[config.mk]
export PLATFORM = sky130hd
export DESIGN_NAME = multi_divi_index_gen
export DESIGN_NICKNAME = d
export VERILOG_FILES = /design/src/rtl/multi_divi_index_gen.sv
export SDC_FILE = /design/constraint.sdc
export NUM_CORES = 1
export LEC_CHECK = 0
export CAP_MARGIN = 0
export CORE_ASPECT_RATIO = 0.6
export CORE_UTILIZATION = 56
export DETAILED_ROUTE_END_ITERATION = 12
export GPL_TIMING_DRIVEN = 1
export PLACE_DENSITY_LB_ADDON = 0.25
export SLEW_MARGIN = 15
export SYNTH_ARGS = -nofsm -noshare
export SYNTH_HDL_FRONTEND = slang
export SYNTH_SLANG_ARGS = --single-unit
export TNS_END_PERCENT = 100
[constraint.sdc]
create_clock -name clk -period 8.7 [get_ports clk]
set_input_delay 0.87 -clock clk [delete_from_list [all_inputs] [get_ports clk]]
set_output_delay 0.87 -clock clk [all_outputs]
set_load 0.01 [all_outputs]
[src/rtl/multi_divi_index_gen.sv]
// multi_divi_index_gen
// Walks positions j of a stored GF(A) symbol row and, for every alternative
// symbol a != x[j], emits one beat of multiply/divide table indices for the
// position and its partner p = (j+I) mod J.

module multi_divi_index_gen #(
    parameter int J = 14,
    parameter int I = 7,
    parameter int A = 4,
    localparam int AWIDTH  = $clog2(A) + 1,
    localparam int J_WIDTH = $clog2(J) + 1,
    localparam int SW      = $clog2(A),
    localparam int IW      = 2 * SW
) (
    input  logic                  clk,
    input  logic                  rst_n,
    input  logic [J*AWIDTH-1:0]   x_initial,
    input  logic                  x_initial_tvalid,
    input  logic                  start_gen,
    input  logic [J_WIDTH-1:0]    J_index,
    output logic [IW-1:0]         mutli_col_idx1,
    output logic [IW-1:0]         mutli_col_idx2,
    output logic [J_WIDTH-1:0]    multi_row_idx,
    output logic [J_WIDTH-1:0]    multi_row_idx2,
    output logic [IW-1:0]         divi_col_idx1,
    output logic [IW-1:0]         divi_col_idx2,
    output logic [J_WIDTH-1:0]    divi_row_idx,
    output logic [J_WIDTH-1:0]    divi_row_idx2,
    output logic                  index_out_tvalid
);

    localparam int JIW = (J > 1) ? $clog2(J) : 1;
    localparam logic [SW:0] A_END = (SW+1)'(A);

    localparam logic [0:0] S_IDLE = 1'b0;
    localparam logic [0:0] S_RUN  = 1'b1;

    logic [0:0]         state;
    logic [SW-1:0]      x_mem  [J];
    logic [SW-1:0]      x_view [J];
    logic               load_en;

    logic [J_WIDTH-1:0] j_cur;
    logic [SW-1:0]      a_cur;
    logic [J_WIDTH-1:0] n_lat;

    logic [J_WIDTH-1:0] n_clamp;
    logic [J_WIDTH-1:0] j_inc;
    logic [J_WIDTH-1:0] j_nxt;
    logic [J_WIDTH-1:0] p_nxt;
    logic [SW:0]        a_try;
    logic [SW:0]        a_nxt;
    logic               nxt_valid;
    logic [SW-1:0]      xj_nxt;
    logic [SW-1:0]      xp_nxt;

    // Upper bits of each symbol field are don't-care; collected here so they are visibly sunk.
    logic               fields_unused;

    // Smallest candidate >= start that differs from skip; A_END means none left.
    function automatic logic [SW:0] next_cand(input logic [SW:0] start, input logic [SW-1:0] skip);
        if (start == {1'b0, skip}) return start + 1'b1;
        return start;
    endfunction

    // Partner position (j+I) mod J without a divider, valid for j < J and I < J.
    function automatic logic [J_WIDTH-1:0] partner(input logic [J_WIDTH-1:0] j);
        logic [J_WIDTH:0] sum;
        sum = {1'b0, j} + (J_WIDTH+1)'(I);
        if (sum < (J_WIDTH+1)'(J)) return sum[J_WIDTH-1:0];
        return J_WIDTH'(sum - (J_WIDTH+1)'(J));
    endfunction

    assign load_en = (state == S_IDLE) && x_initial_tvalid;

    // Row as seen this cycle: a load in IDLE is forwarded so a same-cycle start uses the new row.
    always_comb begin
        for (int unsigned k = 0; k < J; k++) begin
            x_view[k] = load_en ? x_initial[(J-1-k)*AWIDTH +: SW] : x_mem[k];
        end
        fields_unused = ^x_initial ^ a_nxt[SW];
    end

    // Next (j, a) candidate and whether another beat follows.
    always_comb begin
        n_clamp   = (J_index > J_WIDTH'(J)) ? J_WIDTH'(J) : J_index;
        j_inc     = j_cur + 1'b1;
        a_try     = '0;
        nxt_valid = 1'b0;
        j_nxt     = '0;
        a_nxt     = '0;
        if (state == S_IDLE) begin
            if (start_gen && (n_clamp != '0)) begin
                nxt_valid = 1'b1;
                a_nxt     = next_cand('0, x_view[0]);
            end
        end else begin
            a_try = next_cand({1'b0, a_cur} + 1'b1, x_view[j_cur[JIW-1:0]]);
            if (a_try < A_END) begin
                nxt_valid = 1'b1;
                j_nxt     = j_cur;
                a_nxt     = a_try;
            end else if (j_inc < n_lat) begin
                nxt_valid = 1'b1;
                j_nxt     = j_inc;
                a_nxt     = next_cand('0, x_view[j_inc[JIW-1:0]]);
            end
        end
        p_nxt  = partner(j_nxt);
        xj_nxt = x_view[j_nxt[JIW-1:0]];
        xp_nxt = x_view[p_nxt[JIW-1:0]];
    end

    // Symbol row storage; loads accepted only while idle.
    always_ff @(posedge clk or negedge rst_n) begin
        if (!rst_n) begin
            for (int unsigned k = 0; k < J; k++) begin
                x_mem[k] <= '0;
            end
        end else if (load_en) begin
            for (int unsigned k = 0; k < J; k++) begin
                x_mem[k] <= x_view[k];
            end
        end
    end

    // FSM, walk counters and registered index beat.
    always_ff @(posedge clk or negedge rst_n) begin
        if (!rst_n) begin
            state            <= S_IDLE;
            j_cur            <= '0;
            a_cur            <= '0;
            n_lat            <= '0;
            index_out_tvalid <= 1'b0;
            mutli_col_idx1   <= '0;
            mutli_col_idx2   <= '0;
            multi_row_idx    <= '0;
            multi_row_idx2   <= '0;
            divi_col_idx1    <= '0;
            divi_col_idx2    <= '0;
            divi_row_idx     <= '0;
            divi_row_idx2    <= '0;
        end else begin
            index_out_tvalid <= nxt_valid;
            if (state == S_IDLE && start_gen) begin
                n_lat <= n_clamp;
            end
            if (nxt_valid) begin
                state          <= S_RUN;
                j_cur          <= j_nxt;
                a_cur          <= a_nxt[SW-1:0];
                mutli_col_idx1 <= {xj_nxt, a_nxt[SW-1:0]};
                mutli_col_idx2 <= {xp_nxt, a_nxt[SW-1:0]};
                divi_col_idx1  <= {a_nxt[SW-1:0], xj_nxt};
                divi_col_idx2  <= {a_nxt[SW-1:0], xp_nxt};
                multi_row_idx  <= j_nxt;
                multi_row_idx2 <= p_nxt;
                divi_row_idx   <= j_nxt;
                divi_row_idx2  <= p_nxt;
            end else begin
                state <= S_IDLE;
            end
        end
    end

endmodule

### Yosys cells after proc, flatten, opt, wreduce, memory -nomap -nowiden

Index checks and enable logic that the tools add are counted.

| word-level totals | value |
|---|---|
| register bits after elaboration | 63 |
| input port bits | 51 |
| output and inout bits | 37 |
| word-level logic and storage cells | 107 |

| operators by class | value |
|---|---|
| $add $sub $neg | 5 |
| magnitude comparators | 8 |
| equality and inequality tests | 1 |
| multiplexer cells | 58 |
| bitwise operators | 5 |
| reduce and logical (&&, ||, !) cells | 6 |

Operators with widths:

| kind | number |
|---|---|
| 2-bit two-way mux | 30 |
| 2-bit binary-select mux with 4-bit select | 4 |
| 5-bit two-way mux | 6 |
| 5-bit greater-or-equal comparator (second input constant) | 4 |
| 4-bit inverter with 5-bit output | 4 |
| 1-bit two-way mux | 15 |
| 3-bit two-way mux | 3 |
| 5-bit by 3-bit adder with 6-bit output (second input constant) | 1 |
| 6-bit by 4-bit less-than comparator with 1-bit output (second input constant) | 1 |
| 5-bit by 1-bit adder with 5-bit output (second input constant) | 1 |
| 5-bit by 4-bit > comparator with 1-bit output (second input constant) | 1 |
| 5-bit less-than comparator | 1 |
| 5-bit nonzero test | 1 |
| 5-bit by 4-bit subtractor with 5-bit output (second input constant) | 1 |
| 2-bit logical NOT | 2 |
| 2-bit by 1-bit adder with 3-bit output (second input constant) | 1 |
| 3-bit by 1-bit adder with 3-bit output (second input constant) | 1 |
| 3-bit by 2-bit == test with 1-bit output | 1 |
| 1-bit logical AND | 3 |
| 3-bit less-than comparator (second input constant) | 1 |
| 1-bit inverter | 1 |

### Depth between registers and ports, before layout

Gate-level depths: netlist (run 1).

| depth | value |
|---|---|
| depth after elaboration | 22 |
| depth in mapped cells | 22 |
| depth with buffers taken out | 18 |

### Worst setup path before layout (run 1)

OpenSTA, ideal clock, no wires.

| timing path | value |
|---|---|
| path type | input to register |
| start point | in x_initial_tvalid |
| end point | reg mutli_col_idx2[2] |
| library setup time | 126 ps |
| data arrival time | 5330 ps |
| data required time | 8574 ps |
| slack | 3244 ps |
| cell stages on the path | 20 |
| buffers on the path | 4 |
| cells stage by stage | nor2b_4 buf_6 buf_8 mux4_2 a21oi_1 o211ai_1 and3_1 o221a_2 nor2_4 mux2i_2 inv_2 buf_6 clkbuf_1 ha_1 xor2_4 ha_1 mux4_2 a21bo_1 a2111oi_0 a221o_1 |

| between the ends | value |
|---|---|
| longest elaborated chain between the ends | 21 |
| elaborated cells between the ends (all ways) | 38 |
| classes of those cells | add/sub: 2; order compare: 2; eq/ne: 1; mux: 31; bitwise: 1; reduce/logical: 1 |

Ends and longest elaborated chain:

| item | RTL line | RTL |
|---|---|---|
| from (decl) | 18 | `input logic x_initial_tvalid,` |
| 1-bit logical AND (*) | 74 | `assign load_en = (state == S_IDLE) && x_initial_tvalid;` |
| 2-bit two-way mux | 79 | `x_view[k] = load_en ? x_initial[(J-1-k)*AWIDTH +: SW] : x_mem[k];` |
| 2-bit binary-select mux with 4-bit select (*) | 98 | `a_try = next_cand({1'b0, a_cur} + 1'b1, x_view[j_cur[JIW-1:0]]);` |
| 2-bit two-way mux (not written as such) (*) (2 in series) | 98 |  |
| 3-bit by 2-bit == test with 1-bit output (*) | 62 | `if (start == {1'b0, skip}) return start + 1'b1;` |
| 1-bit two-way mux (*) | 62 |  |
| 1-bit two-way mux (*) | 92 | `if (state == S_IDLE) begin` |
| 3-bit two-way mux (*) | 63 | `return start;` |
| [4 not listed] | - |  |
| 5-bit by 3-bit adder with 6-bit output (*) | 69 | `sum = {1'b0, j} + (J_WIDTH+1)'(I);` |
| 6-bit by 4-bit less-than comparator with 1-bit output | 70 | `if (sum < (J_WIDTH+1)'(J)) return sum[J_WIDTH-1:0];` |
| 1-bit two-way mux | 70 |  |
| 5-bit two-way mux (*) | 71 | `return J_WIDTH'(sum - (J_WIDTH+1)'(J));` |
| net p_nxt[0] | 50 | `logic [J_WIDTH-1:0] p_nxt;` |
| 4-bit inverter with 5-bit output (not written as such) (*) | 111 | `xp_nxt = x_view[p_nxt[JIW-1:0]];` |
| 2-bit binary-select mux with 4-bit select (*) | 111 |  |
| 2-bit two-way mux (not written as such) (*) (2 in series) | 111 |  |
| to (signal assigned) | 153 | `mutli_col_idx2 <= {xp_nxt, a_nxt[SW-1:0]};` |
| to (decl) | 22 | `output logic [IW-1:0] mutli_col_idx2,` |

Mark *: on every way through the listed nets, which the timed path passes. The rest lies on a longest branch. The select of a mux whose other input is x is not followed.
A chain may end at the register's enable or synchronous reset.

### Final worst setup path (run 1)

| timing path | value |
|---|---|
| start point | in x_initial_tvalid |
| end point | reg mutli_col_idx2[2] |

| between the ends | value |
|---|---|
| longest elaborated chain between the ends | 21 |
| elaborated cells between the ends (all ways) | 38 |
| classes of those cells | add/sub: 2; order compare: 2; eq/ne: 1; mux: 31; bitwise: 1; reduce/logical: 1 |

Ends and longest elaborated chain:

| item | RTL line |
|---|---|
| 1-bit logical AND (*) | 74 |
| 2-bit two-way mux | 79 |
| 2-bit binary-select mux with 4-bit select | 98 |
| 2-bit two-way mux (not written as such) (2 in series) | 98 |
| 3-bit by 2-bit == test with 1-bit output | 62 |
| 1-bit two-way mux | 62 |
| 1-bit two-way mux | 92 |
| 3-bit two-way mux | 63 |
| [3 not listed] | - |
| 5-bit two-way mux | 92 |
| 5-bit by 3-bit adder with 6-bit output | 69 |
| 6-bit by 4-bit less-than comparator with 1-bit output | 70 |
| 1-bit two-way mux | 70 |
| 5-bit two-way mux | 71 |
| 4-bit inverter with 5-bit output (not written as such) | 111 |
| 2-bit binary-select mux with 4-bit select | 111 |
| 2-bit two-way mux (not written as such) (2 in series) | 111 |

Every way passes the cells marked *; elsewhere a longest branch is shown, timed or not. The select of a mux whose other input is x is not followed.

==> results.ini, run 1 <==
[yosys]
syn_area_um2 = 4172
yosysSeqAreaShare = 0.2999
synth_top_family_by_area = compound AO/OA/AOI/OAI gates
synth_mux_area_frac = 0.1419
synth-edff-count = 0
yosysWarningCount = 0
ys.flop_type = dfrtp_1
synth_fa_ha_area_frac = 0.02699
synth.distinct_cells = 75
synth_top_area_frac = 0.2999
synth_most_common_cell = nand2_1
synth_xor_area_frac = 0.01500
syn_nets = 537
yosysTopAreaCell = dfrtp_1
ys_ff_latch = 50
async_flop_share = 1.000
postSynthCellCount = 477
synthTopCellsByArea = dfrtp_1, mux2i_1, nand2_1
syn_avg_cell_area_um2 = 8.745
synth-compound-area-share = 0.2289
synth_simple_gate_area_frac = 0.1797
ys_top_cells_by_count = nand2_1, dfrtp_1, inv_1, a21oi_1, mux2i_1

[timing]
rsz0062_at_grt = false
finalCritPeriodShare = 0.8129
fin_skew_ns = 0.007916
hold_viol = 0
worst_pin_slew_ns = 1.170
clock.fmax_ghz = 0.1414
tns_ns = 0
relSlewSlack = 0.2199
finalSetupViolCount = 0
slew_violations = 0
fin_crit_ns = 7.072

[critical_path]
crit_path_end_kind = flip-flop
reg2reg_depth = 16
cp_max_fo = 33
r2r-end = mutli_col_idx2[2]$_DFFE_PN0P_
r2r_start = index_out_tvalid$_DFF_PN0_
start_kind = input port
critical_path_arrival_ns = 7.25
rrSetupSlack_ns = 2.03
worstSetupPathType = in2reg
worst_ep_required_time_ns = 8.88

[layout]
drive_gt1_frac = 0.09393
nets = 570
fin_util = 0.7061
areaGrowthSynthToFinish_pct = 17.40
antenna_cells = 0

[hold_path]
hold_class = reg2reg
min_to = n_lat[4]$_DFFE_PN0P_
hold_path_startpoint = n_lat[4]$_DFFE_PN0P_
hold_path_depth = 1

[route]
viasPerCell = 6.229
routed_wl_mm = 11.34
wl_per_cell_um = 18.56
ant_nets = 0
drt_iter0_markers = 497
vias = 3806
drc = 0
drtPass1Iterations = 6

[floorplanning]
start_util = 0.6015
rows = 23
chipWidth_um = 113.4
core_area_um2 = 6935
num_io_pins = 88
dieArea_um2 = 7810
die_h_um = 68.86

[clocking]
clk_pin_slew_ns = 0.07
cts.sink_count = 50
cts_buffers = 5
cts_tree = built
cts_root_buffer = clkbuf_16
ctsResizeCount = 0
clock_path_buffers = 2
cts-htree-levels = 2
insertion_delay_ns = 0.30
postCtsSetupRepairBufs = 0
holdBufCountCts = 0

[placed_design]
post-dp-hpwl_mm = 8.275
io_buffers = 73
gp_congestion = 0.9310

[outcome]
status = finished, final reports clean

[global_route]
gr-total-overflow = 0
track_usage = 0.3109
grt_max_degree = 51
grt_pass1_wl_mm = 18.29
grt_pass1_vias = 3546
antenna_found_initial = 0

[run]
maxCapViolCount = 0

-- placed cells by master, fill, tap and decap left out, drive strengths merged, types with 3 or more instances in the layout --
cell            n
o311ai          6
and2            4
mux2i          32
o21a            3
nand3b          5
mux2            8
mux4            7
a21o            6
inv            36
nand2          53
nor3           10
nor2b           7
o21ai          28
nor2           25
nand3          11
buf             4
a21boi          3
and3b           8
a211oi          9
or2             4
dfrtp          50
o211ai          9
ha              9
clkbuf          6
nand2b          7
o22ai           3
a22oi           3
a2111oi         5
o31ai           4
a21oi          32
clkdlybuf4s50  72
xnor2           4
a221o           3
nor4            5
-- state kept, by name, indices dropped and copies added (netlist names) --
register / cells
index_out_tvalid: 1
divi_row_idx2: 5
mutli_col_idx1: 3
divi_col_idx2: 1
n_lat: 5
j_cur: 5
divi_col_idx1: 1
mutli_col_idx2: 1
x_mem: 28
-- metrics by stage --
| step | hold WS, ns | instances | area [um2] | worst slack [ns] |
|---|---|---|---|---|
| after global placement | 0.4699 | 603 | 4731 | 1.532 |
| after detailed placement | 0.4708 | 603 | 4731 | 1.414 |
| after global routing | 0.5309 | 611 | 4897 | 1.200 |
| after floorplan | 0.4444 | 477 | 4172 | 3.244 |
| final | 0.4864 | 611 | 4897 | 1.628 |
| after CTS | 0.4911 | 611 | 4897 | 1.683 |
-- worst max-delay path: stages --
cell and delay, ns:
clkdlybuf4s50_1 0.62, nor2b_4 0.74, mux2i_1 0.53, a222oi_1 0.16, a221o_1 0.43, and3_1 0.22
o221a_2 0.29, nor2_4 0.19, mux2i_2 0.29, inv_2 0.29, ha_1 0.76, inv_1 0.25
ha_1 0.49, mux4_2 0.54, a21bo_1 0.19, a2111oi_0 0.08, a221o_1 0.30
-- layer usage --
metal	routed length [um]	GRT usage
met1	4982	0.4446
met5	0	0
met2	4792	0.4655
met3	1368	0.07168
met4	199	0.1053
-- worst max path at each step --
stage / slack (ns) / cells after the start / start / endpoint
after floorplan: 3.24 / 20 / x_initial_tvalid / mutli_col_idx2[2]$_DFFE_PN0P_
after global placement: 1.53 / 17 / x_initial_tvalid / mutli_col_idx2[2]$_DFFE_PN0P_
after global routing: 1.20 / 17 / x_initial_tvalid / mutli_col_idx2[2]$_DFFE_PN0P_
after CTS: 1.68 / 17 / x_initial_tvalid / mutli_col_idx2[2]$_DFFE_PN0P_
final: 1.63 / 17 / x_initial_tvalid / mutli_col_idx2[2]$_DFFE_PN0P_
after detailed placement: 1.41 / 17 / x_initial_tvalid / mutli_col_idx2[2]$_DFFE_PN0P_
-- cell type report --
type | instances | area [um2]
Inverter | 36 | 135.1
Tap cell | 100 | 125.1
Sequential cell | 50 | 1251
Multi-Input combinational cell | 341 | 2471
Clock inverter | 2 | 37.54
Clock buffer | 6 | 128.9
Fill cell | 553 | 2038
Timing Repair Buffer | 76 | 748.2
-- logic make-up after synthesis --
group | Yosys count
flip-flops | 50
AND/OR/NAND/NOR | 144
AO/OA/AOI/OAI | 136
multiplexers | 47
XOR/XNOR | 5
buffers and inverters | 86
adder cells (fa/ha/maj) | 9
Power of run 1 is not shown: default switching activity piles up to over one toggle a cycle in this logic, so the estimate is an artifact.
==> run 2, diff against run 1 <==
Settings changed: CORE_UTILIZATION 56 to 47.
Clock period 8.7 ns to 5.84 ns, I/O delays scaled along.
==> run 2 against run 1 <==
Against the previous run: design area is 2.5% higher; first-iteration DRC count shrank 19%; critical path depth grew 1; worst hold slack got worse by 0.084 ns; clock skew increased by 0.0032 ns; via count up 0.71%; routed wire length up 2.2%; die area increased by 19%; sequential share of layout area decreased by 0.62 points; utilization fell by 12 points; non-clock buffer count increased by 17; count of clock-buffer cells in the layout rose by 1; critical path type unchanged; critical endpoint is now divi_col_idx2[1]$_DFFE_PN0P_; largest cell class unchanged.
==> results.ini, run 2 (synthesis results as in run 1) <==
[layout]
areaGrowthSynthToFinish_pct = 20.34
drive_gt1_frac = 0.1195
final_common_cell = clkdlybuf4s50_1
nets = 587
nFillCells = 755
mostFrequentLayoutCells = clkdlybuf4s50_1, nand2_1, dfrtp_1, inv_1, a21oi_1
antenna_cells = 0
largest_reg_flops = 28
top_register = x_mem

[timing]
fin_skew_ns = 0.01107
fin_crit_ns = 5.384
hold_viol = 0
finalSetupViolCount = 0
finalCritPeriodShare = 0.9219
rsz0062_at_grt = false
slew_violations = 0
relSlewSlack = 0.4713
tns_ns = 0
clock.fmax_ghz = 0.1857
worst_pin_slew_ns = 0.7931

[critical_path]
cp_slowest_cell = a2111oi_1
critical_path_arrival_ns = 5.59
endpoint = divi_col_idx2[1]$_DFFE_PN0P_
worst_ep_required_time_ns = 6.04
path_cells = clkdlybuf4s50_1 > buf_4 > nand2b_1 > a2111oi_1 > nor4_1 > o31ai_1 > nor3_2 > o221a_2 > nor2_4 > mux2i_2 > inv_2 > ha_1 > nor2b_1 > a2111oi_2 > o211a_2 > and2_1 > mux2_4 > o311ai_2
rrSetupSlack_ns = 0.63
worstSetupPathType = in2reg
reg2reg_depth = 17
crit_path_end_kind = flip-flop
worstSetupStartpoint = x_initial_tvalid
r2r-end = divi_col_idx2[1]$_DFFE_PN0P_
start_kind = input port
r2r_start = index_out_tvalid$_DFF_PN0_
cp_max_fo = 11
worst_path_largest_cell_delay_ns = 0.59

[clocking]
clk_pin_slew_ns = 0.07
cts-htree-levels = 2
cts.sink_count = 50
cts_tree = built
insertion_delay_ns = 0.30
postCtsSetupRepairBufs = 0
cts_root_buffer = clkbuf_16
cts_buffers = 5
clock_path_buffers = 2

[route]
routed_wl_mm = 11.60
ant_nets = 0
wl_per_cell_um = 18.15
viasPerCell = 5.998
vias = 3833
drtPass1Iterations = 5
drt_iter0_markers = 405
drc = 0

[placed_design]
gp_congestion = 0.9167
io_buffers = 73
post-dp-hpwl_mm = 8.615

[run]
maxCapViolCount = 0

[global_route]
grt_pass1_wl_mm = 18.17
grt_pass1_vias = 3416
grt_max_degree = 51
track_usage = 0.2624
antenna_found_initial = 0
gr-total-overflow = 0

[outcome]
status = finished, final reports clean

[floorplanning]
core_area_um2 = 8556
chipWidth_um = 123.6
rows = 26
start_util = 0.4876
die_h_um = 74.98
dieArea_um2 = 9269
num_io_pins = 88

[hold_path]
hold_class = in2async

run 2: worst max-delay path: cells and delay by family:
| family | cells | cell delay, ns |
|---|---|---|
| AO/OA/AOI/OAI | 6 | 2.25 |
| AND/OR/NAND/NOR | 6 | 1.10 |
| buffers and inverters | 3 | 0.68 |
| multiplexers | 2 | 0.62 |
| adder cells (fa/ha/maj) | 1 | 0.32 |
run 2: cell type report:
cell class / instances / area, um2 / area share
clock buffer: 7 / 132.6 / 0.02642
inverter: 36 / 135.1 / 0.02692
multi-input combinational: 341 / 2472 / 0.4925
sequential: 50 / 1251 / 0.2493
tap: 112 / 140.1 / 0.02792
timing repair buffer: 93 / 888.4 / 0.1770
run 2: worst min path at each step:
stage          slack (ns)                            to  cells past startpoint                 start
3_5_place_dp         0.47          n_lat[0]$_DFFE_PN0P_                      2  n_lat[0]$_DFFE_PN0P_
2_1_floorplan        0.29  divi_col_idx1[1]$_DFFE_PN0P_                      0                 rst_n
3_3_place_gp         0.47          n_lat[0]$_DFFE_PN0P_                      2  n_lat[0]$_DFFE_PN0P_
4_1_cts              0.43          j_cur[3]$_DFFE_PN0P_                      2                 rst_n
5_1_grt              0.48          j_cur[3]$_DFFE_PN0P_                      2                 rst_n
6_report             0.40          j_cur[3]$_DFFE_PN0P_                      2                 rst_n
run 2: per-stage QoR:
step	instance area (um2)	util	hold slack (ns)	worst slack, ns	std cells
2_1_floorplan	4172	-	0.2884	0.6696	477
3_5_place_dp	4886	0.5711	0.4677	0.1575	632
5_1_grt	5020	0.5867	0.4758	0.07791	639
4_1_cts	5019	0.5866	0.4346	0.4356	639
3_3_place_gp	4886	0.5711	0.4710	0.3152	632
6_report	5020	0.5867	0.4022	0.4560	639
run 2: what timing repair did:
item / CTS / global route
hold buffers: 0 / 0
endpoints found under the setup margin: 0 / 1
resized for setup: 0 / 1
run 2: metal layers:
metal / wire length (um) / global-route usage / vias up / part of all wire
li1: - / - / 1814 / -
met2: 4756 / 0.3704 / 199 / 0.41
met1: 5689 / 0.4008 / 1812 / 0.49
met4: 99 / 0.06961 / 0 / 0.0085
met5: 0 / 0 / - / 0
met3: 1051 / 0.05606 / 8 / 0.091
Power of run 2 is left out for the same reason.
==> run 3, diff against run 2 <==
Settings changed: TNS_END_PERCENT 100 to default.
==> results of run 3 <==
Final layout, timing and power as in run 2 (identical DEF).
Power of run 3 is left out for the same reason.
